==> config.mk <==
export PLATFORM = sky130hd
export DESIGN_NAME = ram_march_bist
export DESIGN_NICKNAME = d
export VERILOG_FILES = /design/src/rtl/ram_march_bist.sv
export SDC_FILE = /design/constraint.sdc
export NUM_CORES = 1
export LEC_CHECK = 0
export CAP_MARGIN = 40
export CORE_ASPECT_RATIO = 1.1
export CORE_MARGIN = 4
export CORE_UTILIZATION = 25
export CTS_CLUSTER_SIZE = 14
export DETAILED_ROUTE_END_ITERATION = 10
export HOLD_SLACK_MARGIN = 0.08
export MAX_ROUTING_LAYER = met4
export PLACE_DENSITY = 0.47
export SLEW_MARGIN = 30
export SYNTH_ARGS = -nofsm -noshare
export SYNTH_HDL_FRONTEND = slang
export SYNTH_SLANG_ARGS = --single-unit
==> constraint.sdc <==
create_clock -name clk -period 6 [get_ports clk]
set_input_delay 1.2 -clock clk [delete_from_list [all_inputs] [get_ports clk]]
set_output_delay 1.2 -clock clk [all_outputs]
set_load 0.05 [all_outputs]
==> src/rtl/ram_march_bist.sv <==
// March C- self-test initiator for a single-port RAM with combinational read.
// It drives one op per cycle and stops at the first read mismatch, capturing where it happened.
module ram_march_bist #(
    parameter int                ADDR_W = 7,
    parameter int                DATA_W = 8,
    parameter logic [DATA_W-1:0] BG     = {DATA_W{1'b0}}
) (
    input  logic              clk,
    input  logic              rst_n,
    input  logic              start,
    output logic              busy,
    output logic              done,
    output logic              pass,
    output logic [2:0]        fail_elem,
    output logic [ADDR_W-1:0] fail_addr,
    output logic [DATA_W-1:0] fail_data,
    output logic              ram_en,
    output logic              ram_we,
    output logic [ADDR_W-1:0] ram_addr,
    output logic [DATA_W-1:0] ram_wdata,
    input  logic [DATA_W-1:0] ram_rdata
);

    typedef enum logic [1:0] {
        S_IDLE = 2'd0,
        S_RUN  = 2'd1,
        S_DONE = 2'd2
    } state_t;

    localparam logic [ADDR_W-1:0] ADDR_ZERO = {ADDR_W{1'b0}};
    localparam logic [ADDR_W-1:0] ADDR_ONE  = {{(ADDR_W-1){1'b0}}, 1'b1};
    localparam logic [ADDR_W-1:0] ADDR_MAX  = {ADDR_W{1'b1}};
    localparam logic [DATA_W-1:0] DATA_ZERO = {DATA_W{1'b0}};
    localparam logic [DATA_W-1:0] D0        = BG;
    localparam logic [DATA_W-1:0] D1        = ~BG;

    state_t            r_state,     w_state_nxt;
    logic [2:0]        r_elem,      w_elem_nxt;
    logic              r_phase,     w_phase_nxt;
    logic [ADDR_W-1:0] r_addr,      w_addr_nxt;
    logic              r_busy,      w_busy_nxt;
    logic              r_done,      w_done_nxt;
    logic              r_pass,      w_pass_nxt;
    logic [2:0]        r_fail_elem, w_fail_elem_nxt;
    logic [ADDR_W-1:0] r_fail_addr, w_fail_addr_nxt;
    logic [DATA_W-1:0] r_fail_data, w_fail_data_nxt;
    logic              r_en,        w_en_nxt;
    logic              r_we,        w_we_nxt;
    logic [DATA_W-1:0] r_wdata,     w_wdata_nxt;

    logic              w_is_read;
    logic              w_down;
    logic              w_two_ops;
    logic              w_last_addr;
    logic              w_mismatch;
    logic [DATA_W-1:0] w_exp;

    // Decode the op currently on the RAM port: phase 0 is the read of an element, phase 1 its write.
    always_comb begin
        w_is_read   = (r_elem != 3'd0) && !r_phase;
        w_down      = (r_elem == 3'd3) || (r_elem == 3'd4);
        w_two_ops   = (r_elem != 3'd0) && (r_elem != 3'd5);
        w_exp       = ((r_elem == 3'd2) || (r_elem == 3'd4)) ? D1 : D0;
        w_mismatch  = w_is_read && (ram_rdata != w_exp);
        w_last_addr = w_down ? (r_addr == ADDR_ZERO) : (r_addr == ADDR_MAX);
    end

    // Sequencing: advance phase, then address, then element; a mismatch ends the run at once.
    always_comb begin
        w_state_nxt     = r_state;
        w_elem_nxt      = r_elem;
        w_phase_nxt     = r_phase;
        w_addr_nxt      = r_addr;
        w_done_nxt      = r_done;
        w_pass_nxt      = r_pass;
        w_fail_elem_nxt = r_fail_elem;
        w_fail_addr_nxt = r_fail_addr;
        w_fail_data_nxt = r_fail_data;
        case (r_state)
            S_IDLE, S_DONE: begin
                if (start) begin
                    w_state_nxt     = S_RUN;
                    w_elem_nxt      = 3'd0;
                    w_phase_nxt     = 1'b0;
                    w_addr_nxt      = ADDR_ZERO;
                    w_done_nxt      = 1'b0;
                    w_pass_nxt      = 1'b0;
                    w_fail_elem_nxt = 3'd0;
                    w_fail_addr_nxt = ADDR_ZERO;
                    w_fail_data_nxt = DATA_ZERO;
                end else begin
                    w_state_nxt = r_state;
                end
            end
            S_RUN: begin
                if (w_mismatch) begin
                    w_state_nxt     = S_DONE;
                    w_elem_nxt      = 3'd0;
                    w_phase_nxt     = 1'b0;
                    w_addr_nxt      = ADDR_ZERO;
                    w_done_nxt      = 1'b1;
                    w_pass_nxt      = 1'b0;
                    w_fail_elem_nxt = r_elem;
                    w_fail_addr_nxt = r_addr;
                    w_fail_data_nxt = ram_rdata;
                end else if (w_two_ops && !r_phase) begin
                    w_phase_nxt = 1'b1;
                end else if (!w_last_addr) begin
                    w_phase_nxt = 1'b0;
                    w_addr_nxt  = w_down ? (r_addr - ADDR_ONE) : (r_addr + ADDR_ONE);
                end else if (r_elem == 3'd5) begin
                    w_state_nxt = S_DONE;
                    w_elem_nxt  = 3'd0;
                    w_phase_nxt = 1'b0;
                    w_addr_nxt  = ADDR_ZERO;
                    w_done_nxt  = 1'b1;
                    w_pass_nxt  = 1'b1;
                end else begin
                    // Elements 3 and 4 run downward, so they start at the top address.
                    w_elem_nxt  = r_elem + 3'd1;
                    w_phase_nxt = 1'b0;
                    w_addr_nxt  = ((r_elem == 3'd2) || (r_elem == 3'd3)) ? ADDR_MAX : ADDR_ZERO;
                end
            end
            default: begin
                w_state_nxt = S_IDLE;
            end
        endcase
    end

    // Port values for the next op, derived from where the sequencer lands.
    always_comb begin
        w_busy_nxt  = (w_state_nxt == S_RUN);
        w_en_nxt    = 1'b0;
        w_we_nxt    = 1'b0;
        w_wdata_nxt = DATA_ZERO;
        if (w_state_nxt == S_RUN) begin
            w_en_nxt = 1'b1;
            w_we_nxt = (w_elem_nxt == 3'd0) || w_phase_nxt;
            if (w_we_nxt) begin
                w_wdata_nxt = ((w_elem_nxt == 3'd1) || (w_elem_nxt == 3'd3)) ? D1 : D0;
            end else begin
                w_wdata_nxt = DATA_ZERO;
            end
        end else begin
            w_en_nxt = 1'b0;
        end
    end

    // State and registered outputs.
    always_ff @(posedge clk or negedge rst_n) begin
        if (!rst_n) begin
            r_state     <= S_IDLE;
            r_elem      <= 3'd0;
            r_phase     <= 1'b0;
            r_addr      <= ADDR_ZERO;
            r_busy      <= 1'b0;
            r_done      <= 1'b0;
            r_pass      <= 1'b0;
            r_fail_elem <= 3'd0;
            r_fail_addr <= ADDR_ZERO;
            r_fail_data <= DATA_ZERO;
            r_en        <= 1'b0;
            r_we        <= 1'b0;
            r_wdata     <= DATA_ZERO;
        end else begin
            r_state     <= w_state_nxt;
            r_elem      <= w_elem_nxt;
            r_phase     <= w_phase_nxt;
            r_addr      <= w_addr_nxt;
            r_busy      <= w_busy_nxt;
            r_done      <= w_done_nxt;
            r_pass      <= w_pass_nxt;
            r_fail_elem <= w_fail_elem_nxt;
            r_fail_addr <= w_fail_addr_nxt;
            r_fail_data <= w_fail_data_nxt;
            r_en        <= w_en_nxt;
            r_we        <= w_we_nxt;
            r_wdata     <= w_wdata_nxt;
        end
    end

    assign busy      = r_busy;
    assign done      = r_done;
    assign pass      = r_pass;
    assign fail_elem = r_fail_elem;
    assign fail_addr = r_fail_addr;
    assign fail_data = r_fail_data;
    assign ram_en    = r_en;
    assign ram_we    = r_we;
    assign ram_addr  = r_addr;
    assign ram_wdata = r_wdata;

endmodule

==> out/metrics.cfg <==
[sta]
whs_ns=0.517
relSlewSlack=0.504
hold_viol_final=0
setup_viol=0
maxSlewViolCount=0
max_freq_mhz=312
fin_tns_setup_ns=0
worst-slew-pin-transition_ns=0.736
rsz0062_at_grt=false
timing.final.crit_share=0.534
clock_skew_ns=0.00423
fin_crit_ns=3.20

[route]
wl_um=5020
drc=0
routedWlPerCell_um=13.8
num_vias=1680
detail-route-antenna-nets=0
vias_per_cell=4.60
dr.pass1.iters=4
drtIter0Drc=39

[finish]
num_antenna_cells=0
syn_to_final_growth_pct=31.2
fin_nets=276
nFillCells=816
drive_gt1_frac=0.0808

[power_and_ir_drop]
power_mw=1.20
leakage_nw=1.08
p_per_area_mw_per_mm2=459
max-vdd-ir-drop_uv=235

[clock_network]
root_buffer=clkbuf_8
cts_buffers=5
cts_hold_buf=0
cts_tree=built
htreeDepth=2
clock_latency_ns=0.28
post-cts-setup-buffers=0
clockBufferDepth=2
cts_resized=0
clkSlewWorstSetupHoldPaths_ns=0.07
clock_sinks=36

[logic_synthesis]
synth_edf_count=0
ys.flop_type=dfrtp_1
synth_top_area_frac=0.451
syn_area_mm2=0.00200
synth_nets=235
yosys_warnings=0
syn_area_per_cell_um2=9.15
yosysSeqAreaShare=0.451
synth-seq-cells=36
synth_cell_types=49
synthCells=218
yosys-top-cells-area=dfrtp_1 45%, nand2_1 8.3%, o21ai_0 6.8%
yosys.area.top_type=dfrtp_1
yosys-top-cells-count=44 x nand2_1, 36 x dfrtp_1, 27 x o21ai_0
synth.most_common_cell=nand2_1
synthArstFlopShare=1.00

[global_route]
grt_pass1_vias=1709
grt_start_max_net_pins=38
grt_antenna_before_repair=0
grtUsageTotal=0.120
grt_pass1_wl_um=8570
overflow=0

[place]
gp_congestion=0.832
hpwl_um=3650
port_buffers=48

[worst_setup_path]
cp_data_required_time_ns=6.21
start_kind=input port
critPathArrivalTime_ns=3.41
crit_fanout=8
end_kind=flop
critical_path_class=in2reg

[floorplan]
start_util=0.263
ios=49
die_w_um=93.2
die_area_mm2=0.00948
fp-row-count=33
die_h_um=102
core-area_mm2=0.00760

[min_path]
hp-class=reg2reg

[run_status]
outcome=finished clean

[job]
drv_cap=0

==> where the power goes <==
part	internal, mW	switching [mW]
sequential	0.317	0.0732
clock	0.0937	0.0833
combinational	0.219	0.415
==> worst paths after layout <==
kind                                startpoint                        to  slack (ns)  cells after the start
max                               ram_rdata[6]   ram_addr[6]$_DFFE_PN0P_        2.80                      7
min                           done$_DFFE_PN0P_          done$_DFFE_PN0P_        0.52                      2
max reg2reg                r_elem[0]$_DFF_PN0_   ram_addr[5]$_DFFE_PN0P_        3.16                     10
min reg2reg                   done$_DFFE_PN0P_          done$_DFFE_PN0P_        0.52                      2
max in group asynchronous                rst_n       r_elem[2]$_DFF_PN0_        4.70                      2
min in group asynchronous                rst_n  fail_data[6]$_DFFE_PN0P_        0.85                      1
==> placed cells by master, fill, tap and decap left out, drive strengths merged, types with 2 or more instances in the layout <==
| master | n |
|---|---|
| or2 | 2 |
| nand2 | 44 |
| buf | 3 |
| nor2b | 5 |
| nand3 | 2 |
| clkdlybuf4s50 | 47 |
| clkbuf | 8 |
| xnor2 | 4 |
| mux2i | 2 |
| nor3 | 5 |
| o21ai | 30 |
| nand2b | 4 |
| a22oi | 2 |
| nor2 | 11 |
| o41ai | 2 |
| a21o | 4 |
| dfrtp | 36 |
| inv | 7 |
| o31a | 2 |
| ha | 5 |
| a21oi | 11 |
| nand4 | 3 |
| nor4 | 4 |
==> cell type report <==
| cell class | instances | area [um2] | area share |
|---|---|---|---|
| multi-input combinational | 159 | 956 | 0.365 |
| sequential | 36 | 901 | 0.344 |
| timing repair buffer | 50 | 514 | 0.196 |
| tap | 105 | 131 | 0.0502 |
| clock buffer | 8 | 90.1 | 0.0344 |
| inverter | 7 | 26.3 | 0.0100 |
==> sequential cells by signal, indices dropped and copies added (netlist names) <==
signal / count
ram_wdata: 1
busy: 1
ram_we: 1
r_phase: 1
pass: 1
fail_elem: 3
fail_data: 8
ram_addr: 7
fail_addr: 7
r_state: 2
done: 1
r_elem: 3
==> through the flow <==
step | cells | setup slack [ns] | instance area [um2] | utilization
floorplan | 218 | 3.33 | 2000 | -
global placement | 355 | 2.55 | 2490 | 0.328
detailed placement | 356 | 2.50 | 2520 | 0.331
CTS | 364 | 2.82 | 2610 | 0.343
global route | 365 | 2.68 | 2620 | 0.345
finish | 365 | 2.80 | 2620 | 0.345
==> logic make-up (layout without fill, tap and decap cells) <==
kind of cell,Yosys count,after routing,synth area share
flip-flops,36,36,0.451
AO/OA/AOI/OAI,60,60,0.190
XOR/XNOR,4,4,0.0176
multiplexers,3,3,0.0176
buffers and inverters,23,65,0.0696
AND/OR/NAND/NOR,86,86,0.213
adder cells (fa/ha/maj),6,6,0.0414
==> critical path, cell delays in order <==
cell             delay (ns)
clkdlybuf4s50_1        0.52
nand4_1                0.11
nor4_1                 0.46
o41ai_2                0.25
a211o_1                0.41
or3_1                  0.38
o211ai_1               0.08
==> metal layers <==
| layer | global-route usage | part of all wire | vias to the layer above |
|---|---|---|---|
| met1 | 0.147 | 0.46 | 797 |
| met5 | - | 0 | - |
| li1 | - | - | 841 |
| met2 | 0.188 | 0.48 | 36 |
| met4 | 0.0474 | 0.017 | 0 |
| met3 | 0.0305 | 0.043 | 6 |
(Power assumes the default switching activity.)
